## config.mk

```make
export PLATFORM = sky130hd
export DESIGN_NAME = sw_debounce
export DESIGN_NICKNAME = d
export VERILOG_FILES = /design/src/rtl/sw_debounce.sv
export SDC_FILE = /design/constraint.sdc
export NUM_CORES = 1
export LEC_CHECK = 0
export CORE_ASPECT_RATIO = 0.6
export CORE_MARGIN = 3
export CORE_UTILIZATION = 24
export CTS_CLUSTER_SIZE = 20
export DETAILED_ROUTE_END_ITERATION = 12
export SKIP_CTS_REPAIR_TIMING = 1
export SLEW_MARGIN = 0
export SYNTH_ARGS = -nofsm -noshare
export SYNTH_HDL_FRONTEND = slang
export SYNTH_SLANG_ARGS = --single-unit
```

## constraint.sdc

```tcl
create_clock -name clk -period 1.3 [get_ports clk]
set_input_delay 0.325 -clock clk [delete_from_list [all_inputs] [get_ports clk]]
set_output_delay 0.325 -clock clk [all_outputs]
set_load 0.03 [all_outputs]
```

## src/rtl/sw_debounce.sv

```systemverilog
// -----------------------------------------------------------------------------
// sw_debounce
//
// Input-conditioning stage that sits in front of the keyed 4-to-1 selector.
// Raw board switch/button levels arrive asynchronous to clk and bounce. Each
// bit passes through a two-flop synchroniser and then an independent debounce
// counter. A bit's stable level only moves after the synchronised level has
// disagreed with it for STABLE_CYCLES consecutive clocks.
//
// Ports
//   clk        system clock
//   rst_n      asynchronous, active-low reset; clears every flop
//   sw_raw     raw switch levels (asynchronous to clk)
//   sw_stable  debounced levels; [1:0] = selector key, [9:2] = data words X0..X3
//   sw_rise    one-cycle pulse per bit when sw_stable goes 0->1
//   sw_fall    one-cycle pulse per bit when sw_stable goes 1->0
//   changed    one-cycle pulse when any stable bit updated this cycle
//
// Every output comes straight from a flop. No combinational path runs from
// sw_raw to any output.
// -----------------------------------------------------------------------------
module sw_debounce #(
    parameter int WIDTH         = 10,
    parameter int STABLE_CYCLES = 4,
    parameter int CNT_W         = $clog2(STABLE_CYCLES + 1)
) (
    input  logic             clk,
    input  logic             rst_n,
    input  logic [WIDTH-1:0] sw_raw,
    output logic [WIDTH-1:0] sw_stable,
    output logic [WIDTH-1:0] sw_rise,
    output logic [WIDTH-1:0] sw_fall,
    output logic             changed
);

    // The counter reaching CNT_LAST marks the STABLE_CYCLES-th consecutive
    // cycle of disagreement. The counter is held at or below this value.
    localparam logic [CNT_W-1:0] CNT_LAST = CNT_W'(STABLE_CYCLES - 1);
    localparam logic [CNT_W-1:0] CNT_ONE  = CNT_W'(1);
    localparam logic [CNT_W-1:0] CNT_ZERO = CNT_W'(0);

    logic [WIDTH-1:0] sync1_r;
    logic [WIDTH-1:0] sync2_r;
    logic [WIDTH-1:0] stable_r;
    logic [WIDTH-1:0] rise_r;
    logic [WIDTH-1:0] fall_r;
    logic             changed_r;
    logic [CNT_W-1:0] cnt_r [WIDTH];

    logic [WIDTH-1:0] stable_s;
    logic [WIDTH-1:0] rise_s;
    logic [WIDTH-1:0] fall_s;
    logic             changed_s;
    logic [CNT_W-1:0] cnt_s [WIDTH];

    // Two-flop synchroniser per bit, with nothing between the flops.
    always_ff @(posedge clk or negedge rst_n) begin
        if (!rst_n) begin
            sync1_r <= {WIDTH{1'b0}};
            sync2_r <= {WIDTH{1'b0}};
        end else begin
            sync1_r <= sw_raw;
            sync2_r <= sync1_r;
        end
    end

    // Per-bit debounce decision: next counter, next stable level and edge pulses.
    always_comb begin
        stable_s  = stable_r;
        rise_s    = {WIDTH{1'b0}};
        fall_s    = {WIDTH{1'b0}};
        changed_s = 1'b0;
        for (int i = 0; i < WIDTH; i++) begin
            cnt_s[i] = CNT_ZERO;
        end
        for (int i = 0; i < WIDTH; i++) begin
            if (sync2_r[i] == stable_r[i]) begin
                // Agreement drops any partial count, so an earlier short
                // glitch gives no credit to a later deviation.
                cnt_s[i] = CNT_ZERO;
            end else if (cnt_r[i] == CNT_LAST) begin
                cnt_s[i]    = CNT_ZERO;
                stable_s[i] = sync2_r[i];
                rise_s[i]   = sync2_r[i];
                fall_s[i]   = ~sync2_r[i];
            end else begin
                cnt_s[i] = cnt_r[i] + CNT_ONE;
            end
        end
        changed_s = |(rise_s | fall_s);
    end

    // Debounce state plus registered pulse outputs.
    always_ff @(posedge clk or negedge rst_n) begin
        if (!rst_n) begin
            stable_r  <= {WIDTH{1'b0}};
            rise_r    <= {WIDTH{1'b0}};
            fall_r    <= {WIDTH{1'b0}};
            changed_r <= 1'b0;
            for (int i = 0; i < WIDTH; i++) begin
                cnt_r[i] <= CNT_ZERO;
            end
        end else begin
            stable_r  <= stable_s;
            rise_r    <= rise_s;
            fall_r    <= fall_s;
            changed_r <= changed_s;
            for (int i = 0; i < WIDTH; i++) begin
                cnt_r[i] <= cnt_s[i];
            end
        end
    end

    assign sw_stable = stable_r;
    assign sw_rise   = rise_r;
    assign sw_fall   = fall_r;
    assign changed   = changed_r;

endmodule

```

==> metrics.yaml, run 1 <==
ant_nets: 0
synth_cell_types: 19
cp.arrival_ps: 1000
num_vias: 1747
start_util_pct: 25.2
start_kind: "register"
total_leakage_power_nw: 1.93
cap_violations: 0
rsz0062_at_grt: "yes"
first_pass_iters: 2
status: "complete, but fails checks"
rows: 30
finalHoldViolations: 0
pwr-share-clk_pct: 27.9
synth_top_area_cell: "dfrtp_1"
wirelength_mm: 5.13
hp-class: "register to register"
cts_tree: "yes"
synth_area_mm2: 0.00292
fin_ws_ps: -24.7
cts_buffer_depth: 2
crit_path_end_kind: "primary output"
synth_fp_nets: 219
remaining_drc_errors: 0
min_period_ps: 1320
insertion_delay_ps: 330
drive_gt1_share_pct: 33.8
max_freq_mhz: 755
synthTopCellsByArea: "dfrtp_1, nor3b_1, ha_1"
clk_pin_slew_ps: 70
p_int_mw: 5.82
drt-initial-drc-count: 42
regArea_mm2: 0.00203
ioPinCount: 43
layout.cells.non_filler: 447
timing.final.crit_share_pct: 102
required_ps: 980
grt.overflow.total: 0
crit_top_cell: "buf_6"
viasPerCell: 3.91
crit_chain: "buf_6, buf_6"
relSlewSlack_pct: 69.4
syn_inst: 197
syn_area_per_cell_um2: 14.8
dp_cells: 418
synth_seq_cells: 81
violations: "setup timing"
num_antenna_cells: 0
peakVddDrop_v: 0.000712
fill_cells: 1100
final_area_mm2: 0.00412
grt_max_degree: 46
maxSlewViolCount: 0
gp_congestion: 0.715
ys_seq_area_share_pct: 69.4
multiInputGateArea_um2: 952
die_w_um: 148
path_max_fanout: 3
cts_buffers: 9
slowest_delay_ps: 400
grt_pass1_vias: 1746
finalNetCount: 304
die_height_um: 91.4
synth_top_area_share_pct: 69.4
post-dp-hpwl_mm: 3.56
grtUsageMet3_pct: 3.54
hold_ws_ps: 347
grt_use_met2_pct: 10.9
grt_use_total_pct: 8.11
clock-root-buffer: "clkbuf_16"
netSwitchingFraction_pct: 32.1
core_area_mm2: 0.0116
setup_viol: 2
yosysWarnings: 0
drt-wirelength-per-cell_um: 11.5
gr-max-usage-layer: "met1"
critPathSlowestCell: "dfrtp_1"
use_met1_pct: 11.0
grt_pass1_wl_mm: 8.38
cts.sinks: 81
postPlaceCellArea_mm2: 0.00361
htree_levels: 3
path_class: "register to primary output"
antenna_found_initial: 0
power.density_mw_per_mm2: 2080
tightest_slew_ps: 459
die_area_mm2: 0.0136
p_seq_share_pct: 39.0
port_buffers: 42
combPwrFrac_pct: 33.1
syn_to_final_growth_pct: 41.1
p_sw_mw: 2.76
finClkSkew_ps: 4.18
## flip-flops by register name, indices dropped and copies added, names as in the netlist
name	flops
cnt_r	30
sw_fall	10
sw_rise	10
sw_stable	10
sync1_r	10
sync2_r	10
changed	1
## power by group through the flow
stage	sequential, mW	clock [mW]	combinational (mW)
after CTS	3.35	2.50	2.35
final	3.35	2.39	2.84
after global routing	3.42	2.59	3.13
after global placement	3.36	0	2.31
after floorplan	3.81	0	0.957
after detailed placement	3.39	0	2.34
## synth_stat cells (all sizes together)
cell type and count:
dfrtp 81, ha 10, xnor2 9, nor3 3
nor3b 31, nand3 1, mux2 9, nand2b 10
inv 1, xor2 7, and3b 1, o22ai 4
and3 7, nand2 10, nor2b 4, nor2 9
## layout by cell type (no fill, tap or decap), types with 2 or more instances in the layout
cell / synthesis / routed
nand2b_4: 1 / 3
inv_6: 0 / 3
nor3b_2: 2 / 2
nor2b_1: 4 / 3
buf_6: 0 / 13
nor2_1: 9 / 9
nor3b_1: 29 / 29
clkdlybuf4s50_1: 0 / 10
clkbuf_16: 0 / 9
mux2_1: 9 / 9
dfrtp_1: 81 / 76
nor3_1: 3 / 2
ha_1: 10 / 8
nand2_1: 10 / 10
xnor2_1: 7 / 7
xor2_1: 7 / 6
and3_1: 7 / 7
nand2b_1: 9 / 7
ha_2: 0 / 2
buf_4: 0 / 49
clkinvlp_4: 0 / 2
o22ai_1: 4 / 3
dfrtp_2: 0 / 5
## per-stage QoR
stage                     setup slack [ps]  power (mW)  utilization [%]  setup TNS, ps
after detailed placement              -218        5.73             31.2           -218
after global routing                 -65.5        9.14             35.5           -271
final                                -24.7        8.58             35.5          -35.9
after global placement                -208        5.67             31.2           -208
after CTS                             -224        8.20             33.6           -898
after floorplan                        113        4.76                -              0
## cell families after synthesis
family | synth area share (%)
AOI/OAI and AO/OA | 0.857
and+or+nand+nor | 16.5
muxes | 3.47
adders and majority gates | 4.29
xor gates and xnor gates | 5.32
DFF | 69.4
buffers and inverters | 0.128
## path summary, 6_finish.rpt
check / start / end / slack (ps) / cells after the start
min: sync1_r[3]$_DFF_PN0_ / sync2_r[3]$_DFF_PN0_ / 350 / 0
max in group asynchronous: rst_n / sw_stable[4]$_DFFE_PN0P_ / 360 / 3
min in group asynchronous: rst_n / sw_rise[8]$_DFF_PN0_ / 500 / 3
max: sw_stable[6]$_DFFE_PN0P_ / sw_stable[6] / -20 / 2
max reg2reg: sw_stable[5]$_DFFE_PN0P_ / changed$_DFF_PN0_ / 50 / 4
min reg2reg: sync1_r[3]$_DFF_PN0_ / sync2_r[3]$_DFF_PN0_ / 350 / 0
## cell type report
class	instances	area share (%)
multi-input combinational	115	23.1
clock inverter	7	1.49
inverter	1	0.0911
tap	160	4.86
sequential	81	49.3
clock buffer	9	5.47
timing repair buffer	74	15.6
## per-layer routing
metal | wire [um] | up-vias | part of all wire (%)
met5 | 0 | - | 0
met1 | 2580 | 862 | 50
met3 | 238 | 10 | 4.6
li1 | - | 842 | -
met4 | 106 | 0 | 2.1
met2 | 2200 | 33 | 43
## worst max-delay path, delay by kind of cell (launching register included)
kind / cells / cell delay, ps
buffers and inverters: 2 / 260
flip-flops: 1 / 400
Note: power is estimated with default switching activity, not from simulation.
==> run 2: changes to the inputs <==
--- a/config.mk
+++ b/config.mk
@@ -5,8 +5,9 @@
 export SDC_FILE = /design/constraint.sdc
 export NUM_CORES = 1
 export LEC_CHECK = 0
+export ABC_AREA = 1
 export CORE_ASPECT_RATIO = 0.6
-export CORE_MARGIN = 3
+export CORE_MARGIN = 2
 export CORE_UTILIZATION = 24
 export CTS_CLUSTER_SIZE = 20
 export DETAILED_ROUTE_END_ITERATION = 12
==> metrics.yaml, run 2 <==
path_class: "register to primary output"
largest_register_ffs: 30  # unchanged
die_height_um: 88.7  # -3.0%
utilization_pct: 33.4  # -2.1 points
cts_buffer_depth: 2  # unchanged
clk_pin_slew_ps: 60  # about the same
synth_seq_cells: 81  # unchanged
layout_commonest_cell: "dfrtp_1"
yosysWarnings: 0  # unchanged
layout.cells.non_filler: 490  # +9.6%
antenna_found_initial: 0  # unchanged
crit_path_end_kind: "primary output"
path_delay_family: "flip-flops"
viasPerCell: 3.80  # -2.7%
finalHoldViolations: 0  # unchanged
port_buffers: 42  # unchanged
synth_area_mm2: 0.00287  # -1.8%
num_antenna_cells: 0  # unchanged
hold_ws_ps: 5.87  # -341 ps
timing.final.crit_share_pct: 96.2  # -5.7 points
total_leakage_power_nw: 2.02  # +4.6%
mostFrequentLayoutCells: "dfrtp_1, inv_1, nand2_1"
hp-class: "primary input to asynchronous set/reset pin"
ys_top_cells_by_count: "dfrtp_1, nand2_1, inv_1"
setup_viol: 0  # -2
grt.overflow.total: 0  # unchanged
insertion_delay_ps: 330  # about the same
synth_top_area_share_pct: 70.7  # +1.3 points
synth_fp_nets: 286  # +31%
cts_tree: "yes"
synth_top_area_cell: "dfrtp_1"
cp.arrival_ps: 930  # -70 ps
ys_seq_area_share_pct: 70.7  # +1.3 points
die_w_um: 145  # -2.2%
ioPinCount: 43  # unchanged
min_period_ps: 1250  # -73.8 ps
drive_gt1_share_pct: 21.8  # -12 points
top_register: "cnt_r"
crit_chain: "buf_4"
p_total_mw: 7.84  # -8.5%
tightest_slew_ps: 434  # -24.8 ps
grt_pass1_wl_mm: 8.77  # +4.6%
ant_nets: 0  # unchanged
finClkSkew_ps: 4.67  # +0.493 ps
cts.sinks: 81  # unchanged
num_vias: 1864  # +6.7%
required_ps: 980  # about the same
synthTopCellsByArea: "dfrtp_1, nand2_1, inv_1"
path_max_fanout: 3  # unchanged
drt-initial-drc-count: 80  # +90%
slowest_delay_ps: 410  # about the same
wirelength_mm: 5.02  # -2.2%
drt-wirelength-per-cell_um: 10.2  # -11%
grt_max_degree: 82  # +78%
power.density_mw_per_mm2: 2040  # -1.9%
start_util_pct: 25.0  # -0.21 points
clock-root-buffer: "clkbuf_16"
critPathSlowestCell: "dfrtp_1"
core_area_mm2: 0.0115  # -0.97%
final_area_mm2: 0.00384  # -6.8%
yosysMostFrequentCell: "dfrtp_1"
syn_to_final_growth_pct: 34.0
cap_violations: 0  # unchanged
post-dp-hpwl_mm: 3.46  # -2.9%
synth_cell_types: 13  # -6
grt_use_total_pct: 8.93  # +0.83 points
start_kind: "register"
syn_inst: 264  # +34%
first_pass_iters: 4  # +2
async_flop_share_pct: 100  # unchanged
dp_cells: 472  # +13%
rows: 30  # unchanged
finalNetCount: 347  # +14%
cp_num_buf_inv: 1  # -1
fill_cells: 1178  # +7.1%
synth_edf_count: 0  # unchanged
die_area_mm2: 0.0129  # -5.2%
relSlewSlack_pct: 71.1  # +1.7 points
status: "finished clean"
max_freq_mhz: 799  # +5.9%
grt_pass1_vias: 1885  # +8.0%
maxSlewViolCount: 0  # unchanged
cts_buffers: 9  # unchanged
gp_congestion: 0.748  # +4.6%
remaining_drc_errors: 0  # unchanged
postPlaceCellArea_mm2: 0.00349  # -3.5%
htree_levels: 3  # unchanged
syn_area_per_cell_um2: 10.9  # -27%
peakVddDrop_v: 0.000652  # -8.4%
synth_flop_cell: "dfrtp_1"
-- run 2: cell types whose count changed after synthesis, moves of 4 or more --
cell      previous run  this run
a21oi_1              0         8
nor2b_1              4         0
xor2_1               7         2
xnor2_1              7         0
nor3_1               3        21
o22ai_1              4         0
inv_1                1        51
mux2_1               9         0
nor2_1               9        28
nand2b_1             9         0
nand2_1             10        55
and3_1               7         0
nor3b_1             29         1
-- run 2: report_power, final --
part	internal, mW	switching [mW]	leakage, nW
Sequential	3.00	0.276	1.04
Clock	1.48	0.992	0.137
Combinational	0.801	1.30	0.845
-- run 2: area by class of cell --
type | count | area (um^2) | share of cell area, %
Clock inverter | 7 | 71.3 | 1.86
Inverter | 51 | 191 | 4.98
Clock buffer | 9 | 225 | 5.86
Sequential cell | 81 | 2030 | 52.8
Tap cell | 160 | 200 | 5.21
Timing Repair Buffer | 50 | 438 | 11.4
Multi-Input combinational cell | 132 | 688 | 17.9
-- run 2: path summary, 6_finish.rpt --
| check | from | to | slack, ps | cells past startpoint |
|---|---|---|---|---|
| min in group clk | sync1_r[6]$_DFF_PN0_ | sync2_r[6]$_DFF_PN0_ | 350 | 0 |
| hold / removal | rst_n | sw_rise[0]$_DFF_PN0_ | 6 | 2 |
| setup / recovery | sw_stable[9]$_DFFE_PN0P_ | sw_stable[9] | 50 | 1 |
| setup reg to reg | cnt_r[18]$_DFF_PN0_ | changed$_DFF_PN0_ | 80 | 7 |
| hold reg to reg | sync1_r[6]$_DFF_PN0_ | sync2_r[6]$_DFF_PN0_ | 350 | 0 |
| max in group asynchronous | rst_n | sw_fall[4]$_DFF_PN0_ | 950 | 2 |
-- run 2: metrics by stage --
step | TNS (ps) | setup slack [ps]
4_1_cts | -24.9 | -24.9
2_1_floorplan | 0 | 185
5_1_grt | -13.2 | -13.2
3_3_place_gp | 0 | 7.10
6_report | 0 | 49.1
3_5_place_dp | -4.68 | -4.68
-- run 2: cells by family (layout without fill, tap and decap cells) --
logic type / after synthesis / in the layout / share of synthesized area [%]
xor+xnor: 2 / 2 / 0.611
simple gates: 110 / 110 / 15.9
flops: 81 / 81 / 70.7
compound gates: 10 / 10 / 1.75
buf+inv: 51 / 117 / 6.68
fa+ha+maj: 10 / 10 / 4.36
-- run 2: per-layer routing --
layer | share of wire, % | up-vias | GRT usage [%]
met2 | 45 | 37 | 13.0
li1 | - | 929 | -
met1 | 48 | 885 | 11.0
met4 | 1.8 | 0 | 4.37
met5 | 0 | - | 0
met3 | 5.3 | 13 | 4.64
